<file path="src/rtl/spi_pkg.sv">
// rtl/spi_pkg.sv - shared types and constants for the SPI execution-unit link
package spi_pkg;

  localparam int OP_W   = 8;
  localparam int DATA_W = 32;

  typedef enum logic [2:0] {
    IDLE,
    TX,
    TURN,
    RX,
    DONE
  } spi_mst_state_t;

  // Opcodes decoded by the ALU, multiplier and barrel-shifter slaves
  localparam logic [OP_W-1:0] OP_ADD = 8'hA5;
  localparam logic [OP_W-1:0] OP_SUB = 8'hA6;
  localparam logic [OP_W-1:0] OP_AND = 8'hA8;
  localparam logic [OP_W-1:0] OP_OR  = 8'hA9;
  localparam logic [OP_W-1:0] OP_XOR = 8'hAA;
  localparam logic [OP_W-1:0] OP_MUL = 8'hB1;
  localparam logic [OP_W-1:0] OP_SHL = 8'hC2;
  localparam logic [OP_W-1:0] OP_SHR = 8'hC3;

endpackage

</file>
<file path="src/rtl/spi_clkgen.sv">
// rtl/spi_clkgen.sv - SCLK divider with edge strobes for the SPI master FSM
module spi_clkgen #(
  parameter int CLK_DIV = 4
) (
  input  logic clock,
  input  logic reset,
  input  logic en,
  output logic sclk,
  output logic rise_stb,
  output logic fall_stb
);

  localparam int DIV_W = (CLK_DIV > 1) ? $clog2(CLK_DIV) : 1;
  localparam logic [DIV_W-1:0] DIV_MAX = DIV_W'(CLK_DIV - 1);

  logic [DIV_W-1:0] div_cnt;
  logic             wrap;

  // Strobes flag the system edge on which sclk is about to toggle
  assign wrap     = en && (div_cnt == DIV_MAX);
  assign rise_stb = wrap && !sclk;
  assign fall_stb = wrap && sclk;

  always_ff @(posedge clock or posedge reset) begin
    if (reset) begin
      div_cnt <= '0;
      sclk    <= 1'b0;
    end else if (!en) begin
      div_cnt <= '0;
      sclk    <= 1'b0;
    end else if (wrap) begin
      div_cnt <= '0;
      sclk    <= ~sclk;
    end else begin
      div_cnt <= div_cnt + 1'b1;
    end
  end

endmodule

</file>
<file path="src/rtl/spi_master.sv">
// rtl/spi_master.sv - command-frame SPI master: opcode + two operands out, one result in
module spi_master #(
  parameter int CLK_DIV   = 4,
  parameter int OP_W      = spi_pkg::OP_W,
  parameter int DATA_W    = spi_pkg::DATA_W,
  parameter int TURN_BITS = 2
) (
  input  logic              clock,
  input  logic              reset,
  input  logic              start,
  input  logic [OP_W-1:0]   opcode,
  input  logic [DATA_W-1:0] op_a,
  input  logic [DATA_W-1:0] op_b,
  output logic              busy,
  output logic              done,
  output logic [DATA_W-1:0] result,
  output logic              sclk,
  output logic              cs_n,
  output logic              mosi,
  input  logic              miso
);

  import spi_pkg::*;

  localparam int N_TX  = OP_W + 2 * DATA_W;
  localparam int N_ALL = N_TX + TURN_BITS + DATA_W;
  localparam int CNT_W = $clog2(N_ALL + 1);

  localparam logic [CNT_W-1:0] LAST_TX   = CNT_W'(N_TX - 1);
  localparam logic [CNT_W-1:0] LAST_TURN = CNT_W'(N_TX + TURN_BITS - 1);
  localparam logic [CNT_W-1:0] LAST_RX   = CNT_W'(N_ALL - 1);

  spi_mst_state_t    state, state_nxt;
  logic [N_TX-1:0]   tx_sr;
  logic [DATA_W-1:0] rx_sr;
  logic [CNT_W-1:0]  bit_cnt;
  logic              clk_en;
  logic              accept;
  logic              rise_stb;
  logic              fall_stb;

  assign clk_en = (state == TX) || (state == TURN) || (state == RX);
  // DONE behaves like IDLE so a held start yields back-to-back frames
  assign accept = start && ((state == IDLE) || (state == DONE));

  spi_clkgen #(
    .CLK_DIV (CLK_DIV)
  ) u_clkgen (
    .clock    (clock),
    .reset    (reset),
    .en       (clk_en),
    .sclk     (sclk),
    .rise_stb (rise_stb),
    .fall_stb (fall_stb)
  );

  always_ff @(posedge clock or posedge reset) begin
    if (reset) begin
      state <= IDLE;
    end else begin
      state <= state_nxt;
    end
  end

  always_comb begin
    state_nxt = state;
    case (state)
      IDLE, DONE: begin
        state_nxt = accept ? TX : IDLE;
      end
      TX: begin
        if (fall_stb && (bit_cnt == LAST_TX)) begin
          state_nxt = (TURN_BITS == 0) ? RX : TURN;
        end
      end
      TURN: begin
        if (fall_stb && (bit_cnt == LAST_TURN)) begin
          state_nxt = RX;
        end
      end
      RX: begin
        if (fall_stb && (bit_cnt == LAST_RX)) begin
          state_nxt = DONE;
        end
      end
      default: begin
        state_nxt = IDLE;
      end
    endcase
  end

  // Slot boundaries are the sclk falling edges; miso is taken on the rising edge
  always_ff @(posedge clock or posedge reset) begin
    if (reset) begin
      tx_sr   <= '0;
      rx_sr   <= '0;
      bit_cnt <= '0;
      result  <= '0;
    end else begin
      if (accept) begin
        tx_sr <= {opcode, op_a, op_b};
      end else if (fall_stb) begin
        tx_sr <= {tx_sr[N_TX-2:0], 1'b0};
      end

      if (!clk_en) begin
        bit_cnt <= '0;
      end else if (fall_stb) begin
        bit_cnt <= bit_cnt + 1'b1;
      end

      if (rise_stb && (state == RX)) begin
        rx_sr <= {rx_sr[DATA_W-2:0], miso};
      end

      if ((state == RX) && (state_nxt == DONE)) begin
        result <= rx_sr;
      end
    end
  end

  assign busy = clk_en;
  assign cs_n = !clk_en;
  assign done = (state == DONE);
  assign mosi = (state == TX) && tx_sr[N_TX-1];

endmodule

</file>
<file path="config.mk">
export PLATFORM = sky130hd
export DESIGN_NAME = spi_master
export DESIGN_NICKNAME = d
export VERILOG_FILES = /design/src/rtl/spi_pkg.sv /design/src/rtl/spi_clkgen.sv /design/src/rtl/spi_master.sv
export SDC_FILE = /design/constraint.sdc
export NUM_CORES = 1
export LEC_CHECK = 0
export BUFFER_PORTS_ARGS = -buffer_cell sky130_fd_sc_hd__buf_2
export CAP_MARGIN = 15
export CORE_MARGIN = 1.5
export CORE_UTILIZATION = 60
export DETAILED_ROUTE_END_ITERATION = 8
export HOLD_SLACK_MARGIN = 0.12
export PLACE_DENSITY_LB_ADDON = 0.3
export SLEW_MARGIN = 20
export SYNTH_ARGS = -nofsm -noshare
export SYNTH_HDL_FRONTEND = slang
export SYNTH_HIERARCHICAL = 1
export SYNTH_SLANG_ARGS = --single-unit
</file>
<file path="constraint.sdc">
create_clock -name clock -period 9.3 [get_ports clock]
set_input_delay 0.93 -clock clock [delete_from_list [all_inputs] [get_ports clock]]
set_output_delay 0.93 -clock clock [all_outputs]
set_load 0.005 [all_outputs]
</file>
Word level (Yosys, flattened, before mapping) --
Cells that the tools add are included.
Operators by class: add/sub/neg operators 2, eq/ne operators 11, multiplexer cells 13, bitwise operators 1, reductions and logical operators 18
Operator list (number):
- $mux W72 | 2
- $eq A7 B7 Y1 const B | 3
- $mux W7 | 2
- $pmux W3 S4 | 1
- $logic_and A1 B1 Y1 | 10
- $mux W3 | 3
- $add A7 B1 Y7 const B | 1
- $eq A3 B2 Y1 const B | 2
- $eq A3 B3 Y1 const B | 2
- $mux W2 | 2
- $ne A2 B2 Y1 const B | 2
- $eq A3 B1 Y1 const B | 1
- $logic_not A3 Y1 | 1
- $logic_or A1 B1 Y1 | 3
- $mux W1 | 3
- $add A2 B1 Y2 const B | 1
- $eq A2 B2 Y1 const B | 1
- $logic_not A1 Y1 | 2
- $reduce_bool A2 Y1 | 1
- $reduce_or A2 Y1 | 1
- $not A1 Y1 | 1
Word-level totals: flip-flop bits (word level) 149, output and inout port bits 37, word-level logic and storage cells 52

Logic depth before layout (Yosys ltp) --
depth after elaboration 10, mapped depth 9, depth with buffers taken out 7

By module --
The synthesis kept the hierarchy.
Modules (own cells, without submodules):
- spi_master | times used 1, cells an instance 505, area each 6324.8 µm², seq. area each 3653.5 µm²
- spi_clkgen | times used 1, cells an instance 12, area each 138.9 µm², seq. area each 75.1 µm²

Worst setup path before layout --
OpenSTA, ideal clock, no wires.
path type register -> register, from register state[0], to register result[0], data arrival time 1.926 ns, required time 9.175 ns, path slack 7.249 ns, cell stages (with the launch flop) 10, path buffers 2, cell sequence dfrtp_1 nor2_1 nor2_1 and3_2 buf_2 nand4b_1 nor2_2 nand3_4 buf_6 mux2_4
On the way: cells in the longest elaborated chain, start to end 10
Ends and longest elaborated chain:
- start, declared | RTL line spi_master.sv:33 | spi_mst_state_t state, state_nxt;
- start signal, assigned | RTL line spi_master.sv:61 | state <= state_nxt;
- $eq A3 B1 Y1 or $eq A3 B2 Y1 (tied branches) | RTL line spi_master.sv:42 | assign clk_en = (state == TX) || (state == TURN) || (state == RX);
- $logic_or A1 B1 Y1 | RTL line spi_master.sv:42
- $logic_or A1 B1 Y1 * | RTL line spi_master.sv:42
- net busy | RTL line spi_master.sv:14 | output logic busy,
- $logic_and A1 B1 Y1 * | RTL line spi_clkgen.sv:20 | assign wrap = en && (div_cnt == DIV_MAX);
- $logic_and A1 B1 Y1 * | RTL line spi_clkgen.sv:22 | assign fall_stb = wrap && sclk;
- net fall_stb | RTL line spi_master.sv:40 | logic fall_stb;
- $logic_and A1 B1 Y1 (on tied branches) | RTL line spi_master.sv:82, spi_master.sv:72, spi_master.sv:77
- $mux W3 (on tied branches) | RTL line spi_master.sv:82, spi_master.sv:72, spi_master.sv:77
- $pmux W3 S4 * | RTL line spi_master.sv:67 | case (state)
- $eq A3 B3 Y1 * | RTL line spi_master.sv:116 | if ((state == RX) && (state_nxt == DONE)) begin
- $logic_and A1 B1 Y1 * | RTL line spi_master.sv:116
- end signal, assigned | RTL line spi_master.sv:117 | result <= rx_sr;
- end, declared | RTL line spi_master.sv:16 | output logic [DATA_W-1:0] result,
Mark *: on every way through the listed nets, which the timed path passes. The rest lies on a longest branch. A chain may end at the register's enable or synchronous reset.

Final worst setup path --
from register state[0], to register result[0]
On the way: cells in the longest elaborated chain, start to end 10
Ends and longest elaborated chain (RTL line):
- $eq A3 B1 Y1 or $eq A3 B2 Y1 (tied branches) | spi_master.sv:42
- $logic_or A1 B1 Y1 | spi_master.sv:42
- $logic_or A1 B1 Y1 * | spi_master.sv:42
- $logic_and A1 B1 Y1 * | spi_clkgen.sv:20
- $logic_and A1 B1 Y1 * | spi_clkgen.sv:22
- net fall_stb | spi_master.sv:40
- $logic_and A1 B1 Y1 (on tied branches) | spi_master.sv:82, spi_master.sv:72, spi_master.sv:77
- $mux W3 (on tied branches) | spi_master.sv:82, spi_master.sv:72, spi_master.sv:77
- $pmux W3 S4 * | spi_master.sv:67
- $eq A3 B3 Y1 * | spi_master.sv:116
- $logic_and A1 B1 Y1 * | spi_master.sv:116
Marked as above.

==> metrics.txt <==
RSZ-0062 raised after global routing no; # IOs 113; GRT Util Overall 0.2214; CP Class reg2reg; Fin. Hold Viols 0; Sw Ratio 0.1850; fin. max-slew vios 0; Slew headroom 0.4548; synth-to-layout area growth 19.65%; # hold bufs at CTS 0; number of synthesized flops with an enable pin 0; most frequent CP cell nor2_1; sequential share of power 0.451; final setup vio count 0; f_max 336.7 MHz; Placement Setup Slack 6.324 ns; synthesized cell area 0.006464 mm^2; initial antenna violation count 0; core area 0.01037 mm^2; die width 106.8 um; Num CTS Buffers 17; Fin Setup TNS 0 ns; drt via density 5.317; # diodes 0; Primary FF master, synth dfrtp_1; min Tclk post-route 2.970 ns; synthesized area per cell 12.50 um^2; clock power share 0.528; crit-path cells nor2_1 -> nor2_1 -> and3_4 -> nand4b_1 -> nor2_2 -> nand3_4 -> mux2_4; Die Y 106.8 um; peak supply drop 0.1248 mV; Port-buffer cells 112; count of different cell masters after synthesis 32; Fin Clk Skew 0.009539 ns; worst hold-check path type in2async; share of layout cells above drive strength 1 0.3412; net load switching power 0.2660 mW; CP max-delay cell and3_4; Syn Nets 596; Worst Path Max Fanout 32; Starting Density 0.6233; DR pass1 iterations 6; Clock transition at path regs 0.06 ns; ANT nets after route 0; Nets 700; max incr delay on CP 0.59 ns; combinational power share 0.020; P_leak 3.443 nW; routed wire length 11,520 um; DR DRC count 0; # Post-CTS Setup Buffers 0; Async SR Flop Fraction 1.000; worst-margin pin slew 0.8178 ns; P_int 1.172 mW; Critical Path RT 9.69 ns; CP Launch Type flop; PwrDens 185.9 mW/mm^2; sequential-to-total area share from yosys stat 0.5768; yosys warns 6; Overflow after GRT 0; first-pass GRT wire length 19,690 um; Yosys top cell area share 0.5768; Post-CTS Resized 0; Worst-Skew Late Latency 0.52 ns; Synth area leaders dfrtp_1 (58%), mux2i_1 (11%), mux2_4 (7.0%), mux2_2 (6.1%), o21ai_0 (5.7%); most common cell after layout, fill and taps aside dfrtp_1; Longest Clk Path Bufs 2; Syn Inst Count 517; worst setup margin 6.330 ns; DPL Wire Length 7442 um; htree depth 4; Seq cells post-synth 149; via count 4,089; Yosys top cell by area dfrtp_1; Final Cycle Share 0.3193; CP arrival 3.36 ns; global placer's final weighted congestion 0.8027; pin count of the biggest net entering global routing 146; num rows 37; commonest cells after routing, fill and taps aside dfrtp_1 (149), buf_2 (112), nand2_1 (77); CTS tree yes; vias in the first global route 4,179; die area 0.01140 mm^2; status complete, no violations; max_cap viols 0; wire per inst 14.98 um; worst r2r path cells 7; CTS root buffer clkbuf_8; initial drt markers 186; number of clock sinks 149; CP endpoint kind flop
## state kept, by name (all words and copies together) (netlist names)
| register | flops |
|---|---|
| tx_sr | 72 |
| result | 32 |
| bit_cnt | 7 |
| u_clkgen/div_cnt | 2 |
| u_clkgen/sclk | 1 |
| state | 3 |
| rx_sr | 32 |
## worst max-delay path: cells and delay by family, from the launching register on
family | cells | cell delay, ns
muxes | 1 | 0.49
and+or+nand+nor | 6 | 1.92
DFF | 1 | 0.42
## cell type report
type | instances | area, um^2
Clock buffer | 23 | 466.7
Clock inverter | 8 | 193.9
Fill cell | 675 | 2636
Inverter | 5 | 23.77
Multi-Input combinational cell | 332 | 2552
Sequential cell | 149 | 3729
Tap cell | 136 | 170.2
Timing Repair Buffer | 116 | 598.1
## power by group through the flow
stage | clock network, mW | registers [mW] | logic [mW]
6_report | 0.759 | 0.649 | 0.0293
5_1_grt | 0.804 | 0.648 | 0.0336
4_1_cts | 0.774 | 0.649 | 0.0301
3_5_place_dp | 0 | 0.661 | 0.0300
3_3_place_gp | 0 | 0.660 | 0.0294
2_1_floorplan | 0 | 0.661 | 0.00997
## cells by family (layout without fill, tap and decap cells)
group | after synthesis | in the layout | share of synthesized area
adders and majority gates | 3 | 3 | 0.005808
buffers and inverters | 36 | 152 | 0.02923
AOI/OAI and AO/OA | 77 | 77 | 0.06136
DFF | 149 | 149 | 0.5768
xor gates and xnor gates | 6 | 6 | 0.008130
muxes | 137 | 137 | 0.2422
and+or+nand+nor | 109 | 109 | 0.07647
## worst paths after layout
path | slack, ns | startpoint | endpoint
max | 6.33 | state[0] | result[0]
min | 0.32 | reset | u_clkgen/sclk
max reg2reg | 6.33 | state[0] | result[0]
min reg2reg | 0.44 | u_clkgen/div_cnt[0] | u_clkgen/div_cnt[0]
max in group asynchronous | 7.68 | reset | rx_sr[15]
min in group clock | 0.44 | u_clkgen/div_cnt[0] | u_clkgen/div_cnt[0]
## cells in the mapped netlist (4+ instances only)
master / count
xor2_1: 5
inv_1: 4
mux2_4: 30
nor2_1: 10
nand2_1: 77
dfrtp_1: 149
o21ai_0: 74
mux2_2: 35
mux2i_1: 72
buf_2: 16
nand2b_1: 4
clkbuf_1: 9
## metrics by stage
step / power, mW / util / area [um^2] / cells / hold WS [ns]
CTS: 1.453 / 0.7451 / 7726 / 769 / 0.2949
global placement: 0.6899 / 0.6813 / 7066 / 738 / 0.4226
floorplan: 0.6706 / - / 6464 / 517 / 0.4139
detailed placement: 0.6905 / 0.6813 / 7066 / 738 / 0.4326
finish: 1.438 / 0.7458 / 7734 / 769 / 0.3215
global route: 1.486 / 0.7458 / 7734 / 769 / 0.3183
## routing by layer
metal,vias up,track usage,part of all wire
li1,1985,-,-
met1,1979,0.3015,0.47
met2,106,0.3429,0.48
met3,19,0.04195,0.034
met4,0,0.1095,0.020
met5,-,0,0
Power figures use the tool's default switching activity.
